===== src/rtl/hilo_acc_unit.sv =====
// rtl/hilo_acc_unit.sv - HI/LO special registers with a 2-stage pipelined {hi,lo} accumulate path
module hilo_acc_unit #(
  parameter int DATA_W = 32,
  parameter int ACC_EN = 1
) (
  input  logic                clk,
  input  logic                rst,
  input  logic                we_hi,
  input  logic                we_lo,
  input  logic [DATA_W-1:0]   hi_i,
  input  logic [DATA_W-1:0]   lo_i,
  input  logic                acc_valid,
  input  logic [1:0]          acc_op,
  input  logic [2*DATA_W-1:0] acc_data,
  output logic                acc_ready,
  output logic                busy,
  output logic                wr_stall,
  output logic                acc_done,
  output logic [DATA_W-1:0]   hi_o,
  output logic [DATA_W-1:0]   lo_o
);

  localparam logic       ACC_ON = (ACC_EN != 0);
  localparam logic [1:0] OP_ADD  = 2'b00;
  localparam logic [1:0] OP_SUB  = 2'b01;
  localparam logic [1:0] OP_LOAD = 2'b10;

  logic [DATA_W-1:0]   r_hi;
  logic [DATA_W-1:0]   r_lo;
  // Request latched at the accept edge; S1 runs on the following edge
  logic                r_p_valid;
  logic [1:0]          r_p_op;
  logic [2*DATA_W-1:0] r_p_data;
  logic                r_s2_valid;
  logic [1:0]          r_s2_op;
  logic [DATA_W-1:0]   r_s2_hi;
  logic                r_s2_cb;
  logic                r_done;

  logic                w_busy;
  logic                w_accept;
  logic [DATA_W:0]     w_lo_sum;
  logic [DATA_W-1:0]   w_hi_sum;

  assign w_busy    = r_p_valid | r_s2_valid;
  assign acc_ready = ACC_ON & ~w_busy;
  assign w_accept  = acc_valid & acc_ready;
  assign wr_stall  = w_busy & (we_hi | we_lo);
  assign busy      = w_busy;
  assign acc_done  = r_done;
  assign hi_o      = r_hi;
  assign lo_o      = r_lo;

  // Top bit of the extended low result is the carry (ADD) or borrow (SUB)
  always_comb begin
    w_lo_sum = {1'b0, r_lo} + {1'b0, r_p_data[DATA_W-1:0]};
    if (r_p_op == OP_SUB) begin
      w_lo_sum = {1'b0, r_lo} - {1'b0, r_p_data[DATA_W-1:0]};
    end
  end

  always_comb begin
    w_hi_sum = r_hi + r_s2_hi + DATA_W'(r_s2_cb);
    if (r_s2_op == OP_SUB) begin
      w_hi_sum = r_hi - r_s2_hi - DATA_W'(r_s2_cb);
    end
  end

  always_ff @(posedge clk or negedge rst) begin
    if (!rst) begin
      r_hi       <= '0;
      r_lo       <= '0;
      r_p_valid  <= 1'b0;
      r_p_op     <= '0;
      r_p_data   <= '0;
      r_s2_valid <= 1'b0;
      r_s2_op    <= '0;
      r_s2_hi    <= '0;
      r_s2_cb    <= 1'b0;
      r_done     <= 1'b0;
    end else begin
      r_done     <= r_s2_valid;
      r_s2_valid <= r_p_valid;
      r_p_valid  <= w_accept;
      if (w_accept) begin
        r_p_op   <= acc_op;
        r_p_data <= acc_data;
      end
      if (r_p_valid) begin
        r_s2_op <= r_p_op;
        r_s2_hi <= r_p_data[2*DATA_W-1:DATA_W];
        r_s2_cb <= w_lo_sum[DATA_W];
        if (r_p_op == OP_ADD || r_p_op == OP_SUB) begin
          r_lo <= w_lo_sum[DATA_W-1:0];
        end else if (r_p_op == OP_LOAD) begin
          r_lo <= r_p_data[DATA_W-1:0];
        end
      end
      if (r_s2_valid) begin
        if (r_s2_op == OP_ADD || r_s2_op == OP_SUB) begin
          r_hi <= w_hi_sum;
        end else if (r_s2_op == OP_LOAD) begin
          r_hi <= r_s2_hi;
        end
      end
      // Direct writes only land while idle, so they never collide with the pipeline
      if (!w_busy && we_hi) begin
        r_hi <= hi_i;
      end
      if (!w_busy && we_lo) begin
        r_lo <= lo_i;
      end
    end
  end

endmodule


===== config.mk =====
export PLATFORM = sky130hd
export DESIGN_NAME = hilo_acc_unit
export DESIGN_NICKNAME = d
export VERILOG_FILES = /design/src/rtl/hilo_acc_unit.sv
export SDC_FILE = /design/constraint.sdc
export NUM_CORES = 1
export LEC_CHECK = 0
export CAP_MARGIN = 15
export CORE_MARGIN = 2
export CORE_UTILIZATION = 40
export DETAILED_ROUTE_END_ITERATION = 8
export GPL_TIMING_DRIVEN = 0
export PLACE_DENSITY = 0.72
export REMOVE_ABC_BUFFERS = 1
export SYNTH_ARGS = -nofsm -noshare
export SYNTH_HDL_FRONTEND = slang
export SYNTH_SLANG_ARGS = --single-unit

===== constraint.sdc =====
create_clock -name clk -period 8.3 [get_ports clk]
set_input_delay 1.66 -clock clk [delete_from_list [all_inputs] [get_ports clk]]
set_output_delay 1.66 -clock clk [all_outputs]
set_load 0.005 [all_outputs]

Yosys cells after proc, flatten, opt, wreduce, memory -nomap -nowiden. Cells that the tools add are included.

Flip-flop bits (word level): 168. Output and inout bits: 68. Logic and storage cells: 48.

Add/sub/neg operators: 6. Eq/ne operators: 4. Mux-type cells: 10. Bitwise logic cells: 5. Reductions and logical operators: 13.

Operator list (number): 2-to-1 mux 32 bit (9); adder 32 x 32 -> 33 bit (1); 2-to-1 mux 33 bit (1); subtractor 32 x 32 -> 33 bit (1); adder 32 x 1 -> 32 bit (1); adder 32 bit (1); subtractor 32 x 1 -> 32 bit (1); subtractor 32 bit (1); nonzero test 3 bit (2); equality test 2 x 1 -> 1 bit, second input constant (2); equality test 2 bit, second input constant (2); zero test 2 bit (2); AND reduction 2 bit (2); nonzero test 2 bit (2); AND 1 bit (2); logical AND 1 bit (2); logical OR 1 bit (2); OR 1 bit (2); zero test 1 bit (1); inverter 1 bit (1).

Depth between registers and ports, before layout. Gate-level depths: netlist of the first run.

Depth after elaboration: 6. Gate-level depth with buffers: 19.

Worst setup path before layout of the first run. OpenSTA, ideal clock, no wires.

Path kind: register to register. Start: register r_p_data[0]. End: register r_s2_cb. Setup time: 125 ps. Arrival time: 3851 ps. Data required time: 8175 ps. Slack: 4324 ps. Cell stages (with the launch flop): 20. Path buffers: 0. Period minus slack after synthesis: 3976 ps. Cells stage by stage: dfrtp_1 -> inv_1 -> ha_1 -> nor3b_1 -> nand2_1 -> nor3_1 -> nand2_1 -> o21ai_0 -> xor2_1 -> ha_1 -> a21oi_1 -> nand2_1 -> a21oi_1 -> nor3b_1 -> a2bb2oi_1 -> and4bb_1 -> o21ai_0 -> a221oi_1 -> xor2_1 -> mux2_2.

Longest elaborated chain between the ends: 2. Elaborated cells on any way between the ends: 3.

RTL lines: start, declared (RTL line 33) `logic [2*DATA_W-1:0] r_p_data;`; start signal, assigned (RTL line 87) `r_p_data <= acc_data;`; adder 32 x 32 -> 33 bit or subtractor 32 x 32 -> 33 bit (tied branches) (RTL line 56, 58); 2-to-1 mux 33 bit (*) (RTL line 57) `if (r_p_op == OP_SUB) begin`; end signal, assigned (RTL line 92) `r_s2_cb <= w_lo_sum[DATA_W];`; end, declared (RTL line 37) `logic r_s2_cb;`.

Every way passes the cells marked *; elsewhere a longest branch is shown, timed or not. A chain may end at the register's enable or synchronous reset.

Worst setup path in the final report of the first run.
Start: register r_p_data[1]. End: register r_s2_cb.

Same word-level chain as after synthesis.

==> results summary, run 1 <==
The flow ran to the end, and the final reports show no timing, DRC or antenna violations. The cell type of the slowest stage on the worst timing path is nor4_1. The design draws 7.80 mW. The biggest cell delay along the critical path is 0.70 ns. The wire length of the first global-routing pass came out at 61.3 mm. The number of buffers created by CTS is 17.

The netlist area before placement is 13300 sq um. After detailed routing, the number of vias per cell comes to 5.61. Setup violations remaining at the end of the flow were counted as 0. Summing all flip-flop and latch instances after layout gives between 4000 and 5000 sq um. The post-synthesis async set-or-reset flop share is 100%. The utilization after layout is about half. The net switching power figure is 3.75 mW. The starting density of the core came out at 40.7%.

The number of sinks on the clock net is roughly 170. The data required time of the worst path came out at 8.69 ns. The multi-input gate area in the final layout came out at 8430 sq um. The clock share of power came out at 10.6%.

The pin count of the biggest net entering global routing came out at 99. The fraction of final layout cells sized beyond drive strength 1 is around a tenth. The analysis attributes to cell leakage a power of 6.93 nW.

The synthesis-to-layout area growth is 24.0%. For the pin with the worst max-slew slack, the measured transition is 1.04 ns. The post-layout net count came out at 1913.

Among all flip-flop cells after synthesis, the most frequent one is dfrtp_1. In this run the remaining antenna-violating nets after routing total 0. The final cell count without fillers is 2107. The maximum clock frequency came out at 0.192 GHz. The internal power of the cells is 4.05 mW. The routed layout has 11800 vias. The die span in y came out at 186 microns.

The H-tree generated during clock tree synthesis spans 4 levels. CTS placed an instance of clkbuf_16 at the clock tree root. The worst-case headroom to the max-slew limit came out at between 30 and 40%.

The worst setup path is launched from a flop. The cts-stage hold buffer count came out at 0. In this run the worst path has a maximum fanout of 7.

With fillers left out, the area of the finished cells amounts to 16500 sq um. The gate count after technology mapping came out at 1476. The path class of the tightest hold or removal check is reg2reg.

The count of synthesis-stage warnings from yosys is 0. The total global routing overflow came out at 0. The initial antenna violation count came out at 2. The worst path setup slack after routing came out at 3.09 ns. The number of placed instances, taps included came out at 2072. The largest voltage drop on the vdd net came out at 0.000219 V.

The number of rows in the core area is 66. The total track usage came out at 22.6%. The setup slack after placement is 3.12 ns. The number of DRC markers after the initial detailed-route iteration is 705. In this run the horizontal extent of the chip is 186 microns. The number of slew-limit violations in the final report came to 0. The net switching fraction of the power is 48.0%. The power density normalized to cell area came out at 474 nW/um^2. After floorplanning, the core was sized to cover 32600 sq um. The endpoint arrival time on the critical path is between 5 and 6 ns. The clock input transition at the sequential cells of the worst setup and hold paths is 0.07 ns. The kind of end point of the critical path is a flop. 203 I/O pins were placed. The worst setup path is of the reg2reg kind. Counting flops and latches in the post-synthesis netlist gives 168. The total of max-cap violations came out at 0. For this block, the routed nets add up to 38.8 mm of wire. Setup repair after global routing left no endpoint under its margin. The weighted congestion at the end of routability-driven global placement is 0.914. The post-detailed-placement half-perimeter wirelength came out at about 29 mm.

The worst clock skew came out at 0.0164 ns. The first TritonRoute pass finished after 6 iterations. The sequential share of the synthesized area came out at 31.7%. The clock network latency to the later pin of the worst-skew pair came out at 0.46 ns. Counting distinct cell types in the post-synthesis netlist gives 82.

TritonCTS built the clock tree. The smallest clock period supported by the final layout is computed as 5.21 ns. The portion of total power attributed to sequential cells came out at 19.2%. The worst hold-check slack came out at approximately 0.48 ns.

The count of buffers inserted at the top-level ports is 202. In the final routed layout, each cell accounts on average for 18.4 microns. The post-CTS resize count is 0. Walking the worst path, the cells encountered are nor4_1 > nand2_1 > nor3_1 > nand2_1 > nand2_1 > o21ai_0 > xnor2_1 > ha_1 > a21oi_1 > a21boi_0 > o21ai_0 > nor2_1 > a2bb2oi_1 > and4bb_1 > o21ai_0 > a221oi_1 > xor2_1 > mux2_2.

In this run the deepest clock path goes through 2 buffers. The placed standard-cell area is 15800 sq um. The number of synthesized flops with an enable pin is 0. The final total negative setup slack is 0 ns. The floorplan step defined a die boundary enclosing about 35000 sq um. The filler cell count is 2991. The post-CTS setup buffer count came out at 0. The final clock period utilization by the worst path came out at 62.8%. The mean post-synth cell area came out at 8.99 sq um. The combinational power share came out at 70.2%. The number of hold violations in the final report is 0.

The post-detailed-route DRC marker count came out at 0. The via count of the first global-routing pass came out at 11800.
-- critical path, delay by kind of cell (launching register included) --
family / cells / cell delay (ns)
AO/OA/AOI/OAI: 7 / 1.42
XOR/XNOR: 2 / 0.50
adder cells (fa/ha/maj): 1 / 0.35
flip-flops: 1 / 0.44
multiplexers: 1 / 0.21
AND/OR/NAND/NOR: 7 / 2.23
-- worst paths after layout --
| kind | end | slack (ns) | startpoint | depth (start not counted) |
|---|---|---|---|---|
| max | r_s2_cb$_DFFE_PN0P_ | 3.09 | r_p_data[1]$_DFFE_PN0P_ | 18 |
| max reg2reg | r_s2_cb$_DFFE_PN0P_ | 3.09 | r_p_data[1]$_DFFE_PN0P_ | 18 |
| min reg2reg | r_s2_hi[26]$_DFFE_PN0P_ | 0.48 | r_p_data[58]$_DFFE_PN0P_ | 2 |
| min | r_s2_hi[26]$_DFFE_PN0P_ | 0.48 | r_p_data[58]$_DFFE_PN0P_ | 2 |
| max in group asynchronous | lo_o[23]$_DFFE_PN0P_ | 6.26 | rst | 2 |
| min in group asynchronous | r_p_data[37]$_DFFE_PN0P_ | 1.15 | rst | 1 |
-- cells by family after synthesis --
logic type	Yosys count	share of synthesized area (%)
buf+inv	173	4.90
xor+xnor	103	6.80
simple gates	330	12.0
mux	106	8.88
flops	168	31.7
compound gates	468	23.4
fa+ha+maj	128	12.4
-- state kept, by name, summed over array words and instances (netlist names) --
register    cells
hi_o           32
r_s2_valid      1
r_s2_op         2
r_p_op          2
r_s2_hi        32
lo_o           32
acc_done        1
r_p_data       64
r_p_valid       1
r_s2_cb         1
-- cell type report --
type | count | share of cell area [%]
Inverter | 117 | 2.67
Clock inverter | 15 | 1.03
Multi-Input combinational cell | 1135 | 51.2
Timing Repair Buffer | 211 | 13.5
Antenna cell | 2 | 0.0304
Clock buffer | 17 | 2.59
Tap cell | 442 | 3.36
Sequential cell | 168 | 25.6
-- synthesized netlist by cell type (11+ instances only) --
master	instances	area (sq um)
xor2_1	29	254
a211oi_1	19	143
xnor2_1	74	648
nor2_1	84	315
a22o_1	11	96.3
a31oi_1	11	68.8
o21bai_1	14	105
clkbuf_1	49	184
o211ai_1	16	120
a21oi_1	128	641
nor3_1	24	120
mux2_2	93	1050
o31ai_1	12	90.1
nand3_1	24	120
o21ai_0	100	500
inv_1	112	420
mux2i_1	12	120
nand2_1	99	372
o21ai_1	14	70.1
nor2b_1	16	100
dfrtp_1	168	4200
a21o_1	25	188
a22oi_1	20	150
nand2b_1	18	113
ha_1	123	1540
-- power by group through the flow --
stage / logic (mW) / registers, mW / clock network [mW]
finish: 5.48 / 1.49 / 0.828
global route: 6.09 / 1.54 / 0.882
detailed placement: 5.39 / 1.51 / 0
floorplan: 3.98 / 1.41 / 0
global placement: 5.27 / 1.52 / 0
CTS: 5.44 / 1.50 / 0.844
-- per-layer routing --
layer  up-vias  track usage, %  part of all wire (%)
li1       5710               -                     -
met1      5713            28.9                    44
met5         -               0                     0
met2       350            38.6                    48
met3        56            4.11                   5.6
met4         0            7.91                   2.4
-- placed cells by master (no fill, tap or decap), types with 11 or more instances in the layout --
cell	n
inv_1	112
nor2_1	82
a211oi_1	19
o31ai_1	12
nand2_1	99
clkbuf_16	17
xor2_1	29
dfrtp_1	165
o21ai_1	14
a22oi_1	20
o211ai_1	16
o21bai_1	14
mux2i_1	12
nor2b_1	15
o21ai_0	100
clkdlybuf4s50_1	201
mux2_2	93
xnor2_1	74
nand3_1	24
nor3_1	24
a31oi_1	11
a21oi_1	127
ha_1	123
a22o_1	11
a21o_1	25
nand2b_1	18
Power figures use the tool's default switching activity.
==> inputs of run 2 (changes only) <==
==> constraint.sdc (replaced) <==
create_clock -name clk -period 5 [get_ports clk]
set_input_delay 1 -clock clk [delete_from_list [all_inputs] [get_ports clk]]
set_output_delay 1 -clock clk [all_outputs]
set_load 0.005 [all_outputs]
==> results summary, run 2 (synthesis results as in run 1) <==
The starting density of the core is 40.7% (unchanged). The category of the worst setup path launch point is a flop. The fraction of final layout cells sized beyond drive strength 1 came out at 10.9% (+0.48 points). The number of placed instances, taps included came out at 2072 (unchanged). The maximum clock frequency came out at 0.213 GHz (+11%).

The data required time of the worst path is 5.34 ns (-3.35 ns). The largest voltage drop on the vdd net is 0.000367 V (+67%). The maximum root-to-sink buffer count came out at 2 (unchanged). The number of I/O pins is 203 (unchanged). The number of H-tree branching levels is 4 (unchanged). The post-layout net count is 1913 (unchanged). The number of slew-limit violations in the final report came out at 0 (unchanged). The total vias in the final route came out at 11800 (+0.093%). The number of sinks on the clock net is 168 (unchanged). The initial antenna violation count is 2 (unchanged). The pin count of the biggest net entering global routing came out at 99 (unchanged). The total chip power came to 13.0 mW (+66%).

The clock network latency to the later pin of the worst-skew pair was 0.46 ns (about the same). The number of hold violations in the final report was 0 (unchanged). The post-layout minimum cycle time is 4.69 ns (-0.522 ns). The post-detailed-route DRC marker count is 0 (unchanged). The endpoint arrival time on the critical path was 5.03 ns (-0.58 ns). The count of TritonRoute iterations in the first routing pass is 5 (-1).

The final total negative setup slack was 0 ns (unchanged). The number of flip-flops under the largest register name is 64 (unchanged). The synthesis-to-layout area growth came out at 24.3%.

The net switching power figure is 6.23 mW (+66%). The number of buffers created by CTS came out at 17 (unchanged). The total setup violations reported at the end of the flow came out at 0 (unchanged). The via-per-instance ratio is 5.62 (about the same).

The width of the chip is 186 microns (unchanged). The worst clock skew is 0.0162 ns (-0.000186 ns). r_p_data holds more flip-flops than any other register. The total wire length came out at 38.8 mm (about the same). The internal power of the cells came out at 6.73 mW (+66%). The wire length of the first global-routing pass is 61.3 mm (about the same). The clock input transition at the sequential cells of the worst setup and hold paths came out at 0.08 ns (about the same).

The number of DRC markers after the initial detailed-route iteration came out at 754 (+7.0%). The portion of total power attributed to sequential cells is 19.3% (about the same). The number of rows in the core area is 66 (unchanged). The final clock period utilization by the worst path is 93.8% (+31 points).

The area enclosed by the die boundary came out at 34600 sq um (unchanged). The count of buffers inserted at the top-level ports came out at 202 (unchanged). The kind of end point of the critical path is a flop. The total track usage came to 22.7% (about the same).

The class of the tightest hold or removal check is reg2reg. The combinational power share is 70.1% (about the same). The biggest fanout along the worst timing path is 36 (+29). The final cell count without fillers was 2107 (unchanged).

The clock share of power is 10.6% (about the same). The remaining number of nets flagged by the antenna check after routing came out at 0 (unchanged). The worst hold-check slack is 0.481 ns (-0.0000480 ns). Leaving out fill and tap cells, the most frequent cell in the layout is clkdlybuf4s50_1.

The area of the placeable core is 32600 sq um (unchanged). The worst-case headroom to the max-slew limit is 30.3% (-0.52 points). The total global routing overflow came out at 0 (unchanged). The clock tree root buffer cell is clkbuf_16.

The cell leakage power came out at 6.95 nW (+0.27%). The post-detailed-placement half-perimeter wirelength came out at 28.7 mm (unchanged). TritonCTS built the clock tree.

The average wire per cell in the routed design is 18.4 microns (about the same). The power density normalized to cell area was 786 nW/um^2 (+66%). The total of max-cap violations is 0 (unchanged). The slew at the pin closest to its max-slew limit is 1.04 ns (+0.00786 ns). The classification of the worst setup path is reg2reg.

The run finished with clean final reports. The via count of the first global-routing pass came out at 11800 (+0.034%). In the layout the commonest cells are clkdlybuf4s50_1, dfrtp_1, a21oi_1.

The die span in y is 186 microns (unchanged). The net switching fraction of the power came to 48.1% (+0.060 points). The weighted congestion at the end of routability-driven global placement was 0.914 (unchanged).
[run 2: power by group through the flow]
stage,Combinational [mW],Sequential [mW],Clock (mW)
floorplan,6.61,2.35,0
global placement,8.75,2.52,0
detailed placement,8.94,2.51,0
CTS,9.02,2.49,1.40
global route,10.1,2.58,1.46
finish,9.08,2.50,1.38
[run 2: repair_timing]
action	in CTS	in global routing
endpoints found under the setup margin	1	2
cloned	0	0
hold buffers	0	0
buffers inserted	0	1
resized for setup	3	10
pin swaps	0	1
[run 2: area by class of cell]
cell class | instances | area [sq um]
Antenna cell | 2 | 5.00
Clock buffer | 17 | 425
Clock inverter | 15 | 169
Fill cell | 2988 | 16100
Inverter | 117 | 439
Multi-Input combinational cell | 1135 | 8490
Sequential cell | 168 | 4210
Tap cell | 442 | 553
Timing Repair Buffer | 211 | 2200
[run 2: worst paths after layout]
check,startpoint,end,slack (ns),depth (start not counted)
setup / recovery,r_p_op[1]$_DFFE_PN0P_,r_s2_cb$_DFFE_PN0P_,0.31,13
setup reg to reg,r_p_op[1]$_DFFE_PN0P_,r_s2_cb$_DFFE_PN0P_,0.31,13
max in group asynchronous,rst,r_p_op[1]$_DFFE_PN0P_,3.62,2
min in group asynchronous,rst,r_p_data[37]$_DFFE_PN0P_,0.49,1
hold / removal,r_p_data[58]$_DFFE_PN0P_,r_s2_hi[26]$_DFFE_PN0P_,0.48,2
hold reg to reg,r_p_data[58]$_DFFE_PN0P_,r_s2_hi[26]$_DFFE_PN0P_,0.48,2
[run 2: metrics by stage]
step,instance area [sq um],setup WS [ns],utilization (%)
after floorplan,13100,0.983,-
after global routing,16500,-0.0460,50.6
final,16500,0.310,50.6
after CTS,16400,0.0850,50.4
after global placement,15600,-4.35,47.9
after detailed placement,15800,-0.181,48.5
[run 2: per-layer routing]
layer / wire length [microns] / global-route usage [%] / vias up / share of wire, %
li1: - / - / 5710 / -
met1: 17100 / 28.9 / 5733 / 44
met2: 18500 / 38.6 / 343 / 48
met3: 2200 / 4.11 / 54 / 5.7
met4: 915 / 7.91 / 0 / 2.4
met5: 0 / 0 / - / 0
[run 2: critical path, stage by stage (launching register included)]
cell and delay, ns:
dfrtp_2 0.65, nor2b_2 0.80, mux2i_1 0.26, fa_1 0.49, a21oi_1 0.27, o211ai_1 0.18
a32oi_1 0.30, o21ai_1 0.22, nand4_1 0.20, and4bb_1 0.27, o21ai_0 0.10, a221oi_1 0.33
xor2_1 0.18, mux2_2 0.29
